**config.mk**
```make
export PLATFORM = sky130hd
export DESIGN_NAME = mod_reduce_r
export DESIGN_NICKNAME = d
export VERILOG_FILES = /design/src/rtl/dh_pkg.sv /design/src/rtl/mod_sub_step.sv /design/src/rtl/mod_reduce_r.sv
export SDC_FILE = /design/constraint.sdc
export NUM_CORES = 1
export LEC_CHECK = 0
export CORE_UTILIZATION = 35
export DETAILED_ROUTE_END_ITERATION = 16
export SYNTH_ARGS = -nofsm -noshare
export SYNTH_HDL_FRONTEND = slang
export SYNTH_SLANG_ARGS = --single-unit
```
**constraint.sdc**
```tcl
create_clock -name clk -period 5.3 [get_ports clk]
set_clock_uncertainty 0.15 [all_clocks]
set_input_delay 0.795 -clock clk [delete_from_list [all_inputs] [get_ports clk]]
set_output_delay 0.795 -clock clk [all_outputs]
set_load 0.02 [all_outputs]
```
**src/rtl/dh_pkg.sv**
```systemverilog
// Shared widths and FSM encoding for the Diffie-Hellman datapath stages.
package dh_pkg;

  localparam int DW = 64;  // exponentiation result / dividend width
  localparam int MW = 32;  // public prime width

  typedef enum logic [1:0] {
    IDLE = 2'd0,
    CALC = 2'd1,
    DONE = 2'd2
  } red_state_t;

endpackage

```
**src/rtl/mod_sub_step.sv**
```systemverilog
// One restoring shift-subtract step: shifts one dividend bit into the
// partial remainder and subtracts the modulus when it fits.
module mod_sub_step #(
  parameter int MW = 32
) (
  input  logic [MW-1:0] p_in,
  input  logic          bit_in,
  input  logic [MW-1:0] m_in,
  output logic [MW-1:0] p_out
);

  logic [MW:0] t;
  logic [MW:0] diff;

  // T is one bit wider than M, so the compare and subtract never overflow.
  always_comb begin
    t    = {p_in, bit_in};
    diff = t - {1'b0, m_in};
    if (t >= {1'b0, m_in}) begin
      p_out = diff[MW-1:0];
    end else begin
      p_out = t[MW-1:0];
    end
  end

endmodule

```
**src/rtl/mod_reduce_r.sv**
```systemverilog
// Sequential modular reducer: remainder = dividend mod modulus, one dividend
// bit per clock, level-held start/done handshake shared with the upstream stage.
module mod_reduce_r
  import dh_pkg::*;
#(
  parameter int DW_P = DW,
  parameter int MW_P = MW
) (
  input  logic            clk,
  input  logic            rst,
  input  logic            start,
  input  logic [DW_P-1:0] dividend,
  input  logic [MW_P-1:0] modulus,
  output logic [MW_P-1:0] remainder,
  output logic            done,
  output logic            busy,
  output logic            err
);

  localparam int IW = (DW_P > 1) ? $clog2(DW_P) : 1;

  red_state_t      state_reg, state_next;
  logic [MW_P-1:0] p_reg, p_next;
  logic [DW_P-1:0] d_reg, d_next;
  logic [MW_P-1:0] m_reg, m_next;
  logic [IW-1:0]   idx_reg, idx_next;
  logic [MW_P-1:0] remainder_reg, remainder_next;
  logic            done_reg, done_next;
  logic            busy_reg, busy_next;
  logic            err_reg, err_next;

  logic [MW_P-1:0] step_p;

  mod_sub_step #(
    .MW(MW_P)
  ) u_step (
    .p_in  (p_reg),
    .bit_in(d_reg[idx_reg]),
    .m_in  (m_reg),
    .p_out (step_p)
  );

  // State and datapath registers; reset clears everything immediately.
  always_ff @(posedge clk or negedge rst) begin
    if (!rst) begin
      state_reg     <= IDLE;
      p_reg         <= '0;
      d_reg         <= '0;
      m_reg         <= '0;
      idx_reg       <= '0;
      remainder_reg <= '0;
      done_reg      <= 1'b0;
      busy_reg      <= 1'b0;
      err_reg       <= 1'b0;
    end else begin
      state_reg     <= state_next;
      p_reg         <= p_next;
      d_reg         <= d_next;
      m_reg         <= m_next;
      idx_reg       <= idx_next;
      remainder_reg <= remainder_next;
      done_reg      <= done_next;
      busy_reg      <= busy_next;
      err_reg       <= err_next;
    end
  end

  // Next-state and datapath update; every register holds unless changed.
  always_comb begin
    state_next     = state_reg;
    p_next         = p_reg;
    d_next         = d_reg;
    m_next         = m_reg;
    idx_next       = idx_reg;
    remainder_next = remainder_reg;
    done_next      = done_reg;
    busy_next      = busy_reg;
    err_next       = err_reg;

    case (state_reg)
      IDLE: begin
        if (start) begin
          d_next   = dividend;
          m_next   = modulus;
          p_next   = '0;
          idx_next = IW'(DW_P - 1);
          if (modulus != '0) begin
            state_next = CALC;
            busy_next  = 1'b1;
          end else begin
            // Zero modulus has no defined remainder: flag it straight away.
            state_next     = DONE;
            done_next      = 1'b1;
            err_next       = 1'b1;
            remainder_next = '0;
          end
        end
      end

      CALC: begin
        if (!start) begin
          // Abort: partial result is simply abandoned.
          state_next = IDLE;
          busy_next  = 1'b0;
        end else begin
          p_next   = step_p;
          idx_next = idx_reg - 1'b1;
          if (idx_reg == '0) begin
            state_next     = DONE;
            remainder_next = step_p;
            done_next      = 1'b1;
            busy_next      = 1'b0;
          end
        end
      end

      DONE: begin
        if (!start) begin
          state_next = IDLE;
          done_next  = 1'b0;
          err_next   = 1'b0;
          busy_next  = 1'b0;
        end
      end

      default: begin
        state_next = IDLE;
        done_next  = 1'b0;
        err_next   = 1'b0;
        busy_next  = 1'b0;
      end
    endcase
  end

  assign remainder = remainder_reg;
  assign done      = done_reg;
  assign busy      = busy_reg;
  assign err       = err_reg;

endmodule

```
==> results of run 1 <==
## power groups by stage
| stage | combinational, W | clock [W] | sequential (W) |
|---|---|---|---|
| after global placement | 0.00199 | 0 | 0.00166 |
| after floorplan | 0.00157 | 0 | 0.00160 |
| after CTS | 0.00202 | 0.00127 | 0.00164 |
| final | 0.00202 | 0.00124 | 0.00164 |
| after global routing | 0.00228 | 0.00131 | 0.00166 |
| after detailed placement | 0.00201 | 0 | 0.00166 |
## worst paths after layout
check,endpoint,slack (ns),cells after the start
setup reg to reg,p_reg[30],0.42,16
setup / recovery,p_reg[30],0.42,16
hold / removal,m_reg[14],0.24,1
min in group clk,d_reg[31],0.33,2
max in group asynchronous,idx_reg[1],3.64,2
hold reg to reg,d_reg[31],0.33,2
## critical path: cells and delay by family (launching register included)
kind	cells	cell delay, ns
AO/OA/AOI/OAI	7	1.80
buffers and inverters	2	0.41
XOR/XNOR	1	0.14
flip-flops	1	0.33
adder cells (fa/ha/maj)	2	0.34
AND/OR/NAND/NOR	1	0.07
multiplexers	3	1.55
## per-layer routing
layer  global-route usage [%]  vias to the layer above
met2                     30.3                      162
li1                         -                     3705
met5                        0                        -
met3                     3.63                       27
met1                     24.7                     3470
met4                     5.73                        0
## logic make-up after synthesis
kind of cell,after synthesis,synth area share [%]
AO/OA/AOI/OAI,228,14.5
XOR/XNOR,28,2.70
adder cells (fa/ha/maj),36,5.04
buffers and inverters,105,4.60
flip-flops,171,47.1
multiplexers,27,5.86
AND/OR/NAND/NOR,443,20.2
## cell type report
| type | instances | area (um2) |
|---|---|---|
| clock inverters | 14 | 145 |
| repair buffers | 142 | 1410 |
| inverters | 45 | 169 |
| fillers | 2491 | 14100 |
| well taps | 330 | 413 |
| multi-input cells | 762 | 4410 |
| clock buffers | 18 | 439 |
| flip-flops and latches | 171 | 4280 |
## stage by stage
stage	worst slack (ns)	hold WS, ns	area (um2)	util (%)
after floorplan	0.924	0.290	9090	-
after global placement	0.554	0.306	10700	42.2
after detailed placement	0.269	0.311	10700	42.2
after CTS	0.212	0.264	11300	44.5
after global routing	0.0577	0.286	11300	44.5
final	0.422	0.236	11300	44.5
## cell usage in the layout, fill, tap and decap left out, types with 9 or more instances in the layout
| cell | n |
|---|---|
| xor2_1 | 14 |
| nand4_1 | 12 |
| clkdlybuf4s50_1 | 132 |
| o21ai_0 | 112 |
| inv_1 | 45 |
| nand2_1 | 320 |
| dfrtp_1 | 170 |
| a21oi_1 | 62 |
| nor3_1 | 10 |
| xnor2_1 | 14 |
| ha_1 | 35 |
| a21o_1 | 13 |
| nor2_1 | 52 |
| clkbuf_16 | 17 |
| nand3_1 | 9 |
| nor4_1 | 9 |
| mux4_2 | 21 |
## what timing repair did
item	in CTS	in global routing
hold buffers	0	0
resized for setup	0	2
setup endpoints to repair	0	2
==> results.cfg, run 1 <==
[setup_path]
rr_startpoint = idx_reg[0]
critPathKind = reg2reg
path_cells = buf_4 > mux4_2 > mux4_2 > mux4_2 > inv_1 > ha_1 > fa_1 > nor2b_1 > o31a_1 > o21ai_1 > o21ai_0 > a31oi_1 > o21ai_0 > xnor2_1 > o21ai_0 > a22o_1
cp_slowest_cell = mux4_2
required_ns = 5.52
path_max_fanout = 20
cp_slowest_stage_delay_ns = 0.54
worstSetupEndpointType = flip-flop
crit_path_start_kind = flip-flop
crit_arrival_ns = 5.10
crit_start = idx_reg[0]

[logic_synthesis]
yosysWarnings = 0
synth_cells = 1038
synth_nets = 1173
syn_area_um2 = 9090
synth_top_area_share_pct = 47.1
avgSynthCellArea_um2 = 8.76
synth.area.top_cells = dfrtp_1 47%, nand2_1 13%, o21ai_0 6.2%
synth_edf_count = 0
synth_seq_cells = 171
synth-main-ff-cell = dfrtp_1
yosysMostFrequentCell = nand2_1
synthArstFlopShare_pct = 100
synth_common_cells = 320 x nand2_1, 171 x dfrtp_1, 113 x o21ai_0
ys_types = 55
yosysTopAreaCell = dfrtp_1
ys_seq_area_share_pct = 47.1

[power]
sequentialPowerShare_pct = 33.4
p_comb_share_pct = 41.3
p_switching_w = 0.00193
power_density_nw_per_um2 = 435
total_power_w = 0.00490
power.share.clock_pct = 25.3
swShare_pct = 39.4
p_leak_nw = 5.20
p_int_w = 0.00297
vdd_drop_max_v = 0.000209

[timing]
post-route-min-period_ns = 4.88
hold_viol = 0
fmax_mhz = 205
rsz0062_at_grt = no
period_share_pct = 92.0
relSlewSlack_pct = 36.2
finalSetupViolations = 0
tightest_slew_ns = 0.955
slew_violations = 0
fin_setup_tns_ns = 0

[outcome]
status = finished, final reports clean

[cells_and_area]
num_antenna_cells = 0
syn_to_final_growth_pct = 23.9
layout.nets = 1274
final_layout_size_suffix_gt1_share_pct = 6.34
largest_reg_flops = 64
stdcell_count = 1482

[floorplan]
ios = 134
fp.coreArea_um2 = 25300
rows = 58
initial_core_util_pct = 35.9
die_y_um = 163
die-area_um2 = 26600
die_w_um = 163

[routing]
drc_errors = 0
dr.first_iter.drc_count = 521
route.top_layer_used = met4
vias = 7364
wl_met2_um = 11300
routed_wl_um = 23500
viasPerCell = 4.97
wl_per_cell_um = 15.8
antenna_left = 0
wl_met1_um = 10800
drt-pass1-iter-count = 4
route.met3.wl_um = 1040

[clocking]
cts-root-buf = clkbuf_16
cts_buffer_depth = 2
path_clk_slew_ns = 0.07
clock_sinks = 171
postCtsSetupRepairBufs = 0
cts_tree = yes
clock_latency_ns = 0.44
cts-buffers-inserted = 17
cts_max_level = 4

[grt]
grt.overflow.total = 0
grt_max_degree = 78
grtUsageTotal_pct = 18.6
grt_pass1_wl_um = 38600
antenna_found_initial = 0
grt_pass1_vias = 7478

[hold_path]
hold_class = in2async

[placement]
portBuffers = 133
dp.cells = 1450
hpwlAfterDp_um = 17000
gp_congestion = 0.860

[run]
drv_cap = 0
(Power assumes the default switching activity.)
==> run 2: changes to the inputs <==
- CAP_MARGIN: not set -> 25
==> results of run 2 <==
The final DEF is identical to that of run 1; final timing and power are the same.
==> run 3: changes to the inputs <==
- MAX_ROUTING_LAYER: not set -> met4
==> results.cfg, run 3 (same netlist as run 1, synthesis figures left out) <==
[setup_path]
path_max_fanout = 20
critPathKind = reg2reg
crit_start = idx_reg[0]
crit_arrival_ns = 5.12
crit_path_start_kind = flip-flop
required_ns = 5.52
worstSetupEndpointType = flip-flop
rr_startpoint = idx_reg[0]

[clocking]
cts-root-buf = clkbuf_16
clock_sinks = 171
cts_tree = yes
cts-buffers-inserted = 17
clock_latency_ns = 0.44
cts_buffer_depth = 2
cts_max_level = 4
postCtsSetupRepairBufs = 0
path_clk_slew_ns = 0.07

[cells_and_area]
multi_input_area_um2 = 4410
final_layout_size_suffix_gt1_share_pct = 6.34
finish.utilization_pct = 44.5
layout.nets = 1274
fillers = 2491
largest_reg_flops = 64
regArea_um2 = 4280
final_common_cell = nand2_1
num_antenna_cells = 0
syn_to_final_growth_pct = 23.9
layout_common_cells = 320 x nand2_1, 170 x dfrtp_1, 132 x clkdlybuf4s50_1

[floorplan]
initial_core_util_pct = 35.9
ios = 134
die_y_um = 163
fp.coreArea_um2 = 25300
die-area_um2 = 26600
die_w_um = 163
rows = 58

[routing]
drt-pass1-iter-count = 7
dr.first_iter.drc_count = 492
wl_per_cell_um = 15.8
viasPerCell = 4.97
drc_errors = 0
routed_wl_um = 23500
antenna_left = 0
vias = 7364

[grt]
grtUsageTotal_pct = 19.1
grt_max_degree = 78
grt_pass1_vias = 7486
antenna_found_initial = 0
grt.overflow.total = 0
grt_pass1_wl_um = 38600

[power]
power_density_nw_per_um2 = 435
p_leak_nw = 5.20
vdd_drop_max_v = 0.000206

[timing]
fin_setup_tns_ns = 0
rsz0062_at_grt = no
hold_viol = 0
relSlewSlack_pct = 36.1
whs_ns = 0.236
slew_violations = 0
period_share_pct = 92.5
tightest_slew_ns = 0.957
finalSetupViolations = 0
post-route-min-period_ns = 4.90
fmax_mhz = 204

[placement]
hpwlAfterDp_um = 17000
gp_congestion = 0.873
portBuffers = 133

[hold_path]
hold_class = in2async

[run]
drv_cap = 0

[outcome]
status = finished, final reports clean
run 3: power breakdown:
group / total [W] / leakage (nW) / internal [W] / switching [W]
logic: 0.00202 / 2.75 / 0.000838 / 0.00118
clock network: 0.00124 / 0.281 / 0.000640 / 0.000604
registers: 0.00164 / 2.17 / 0.00149 / 0.000145
total: 0.00490 / 5.20 / 0.00297 / 0.00193
run 3: per-layer routing:
metal / GRT usage, % / wire, um / vias to the layer above
met5: - / 0 / -
met4: 5.73 / 388 / 0
met3: 3.40 / 972 / 25
met2: 30.3 / 11200 / 158
met1: 24.8 / 10900 / 3477
li1: - / - / 3704
run 3: final cells by class:
type / instances / area share (%)
clock buffers: 18 / 3.90
clock inverters: 14 / 1.29
inverters: 45 / 1.50
multi-input cells: 762 / 39.1
flip-flops and latches: 171 / 38.0
well taps: 330 / 3.67
repair buffers: 142 / 12.5
run 3: worst paths after layout:
check	cells past startpoint	slack (ns)	end
worst max-delay path	16	0.40	p_reg[30]
worst min-delay path	1	0.24	m_reg[14]
worst max register to register	16	0.40	p_reg[30]
worst min register to register	2	0.33	remainder[20]
max in group asynchronous	2	3.64	idx_reg[1]
min in group clk	2	0.33	remainder[20]
run 3: metrics by stage:
| stage | instances | total power [W] | instance area, um2 | setup WS (ns) |
|---|---|---|---|---|
| after floorplan | 1038 | 0.00317 | 9090 | 0.924 |
| after global placement | 1450 | 0.00365 | 10700 | 0.554 |
| after detailed placement | 1450 | 0.00367 | 10700 | 0.269 |
| after CTS | 1482 | 0.00493 | 11300 | 0.212 |
| after global routing | 1482 | 0.00526 | 11300 | 0.0558 |
| final | 1482 | 0.00490 | 11300 | 0.399 |
run 3: timing repair:
action	4_1_cts	5_1_grt
endpoints found under the hold margin	0	0
setup endpoints to repair	0	2
gates resized for setup	0	2
hold buffers	0	0
run 3: worst max-delay path, stage by stage, from the launching register on:
cell     delay [ns]
dfrtp_1        0.33
buf_4          0.32
mux4_2         0.54
mux4_2         0.51
mux4_2         0.50
inv_1          0.10
ha_1           0.16
fa_1           0.19
nor2b_1        0.07
o31a_1         0.31
o21ai_1        0.30
o21ai_0        0.28
a31oi_1        0.34
o21ai_0        0.15
xnor2_1        0.14
o21ai_0        0.26
a22o_1         0.18
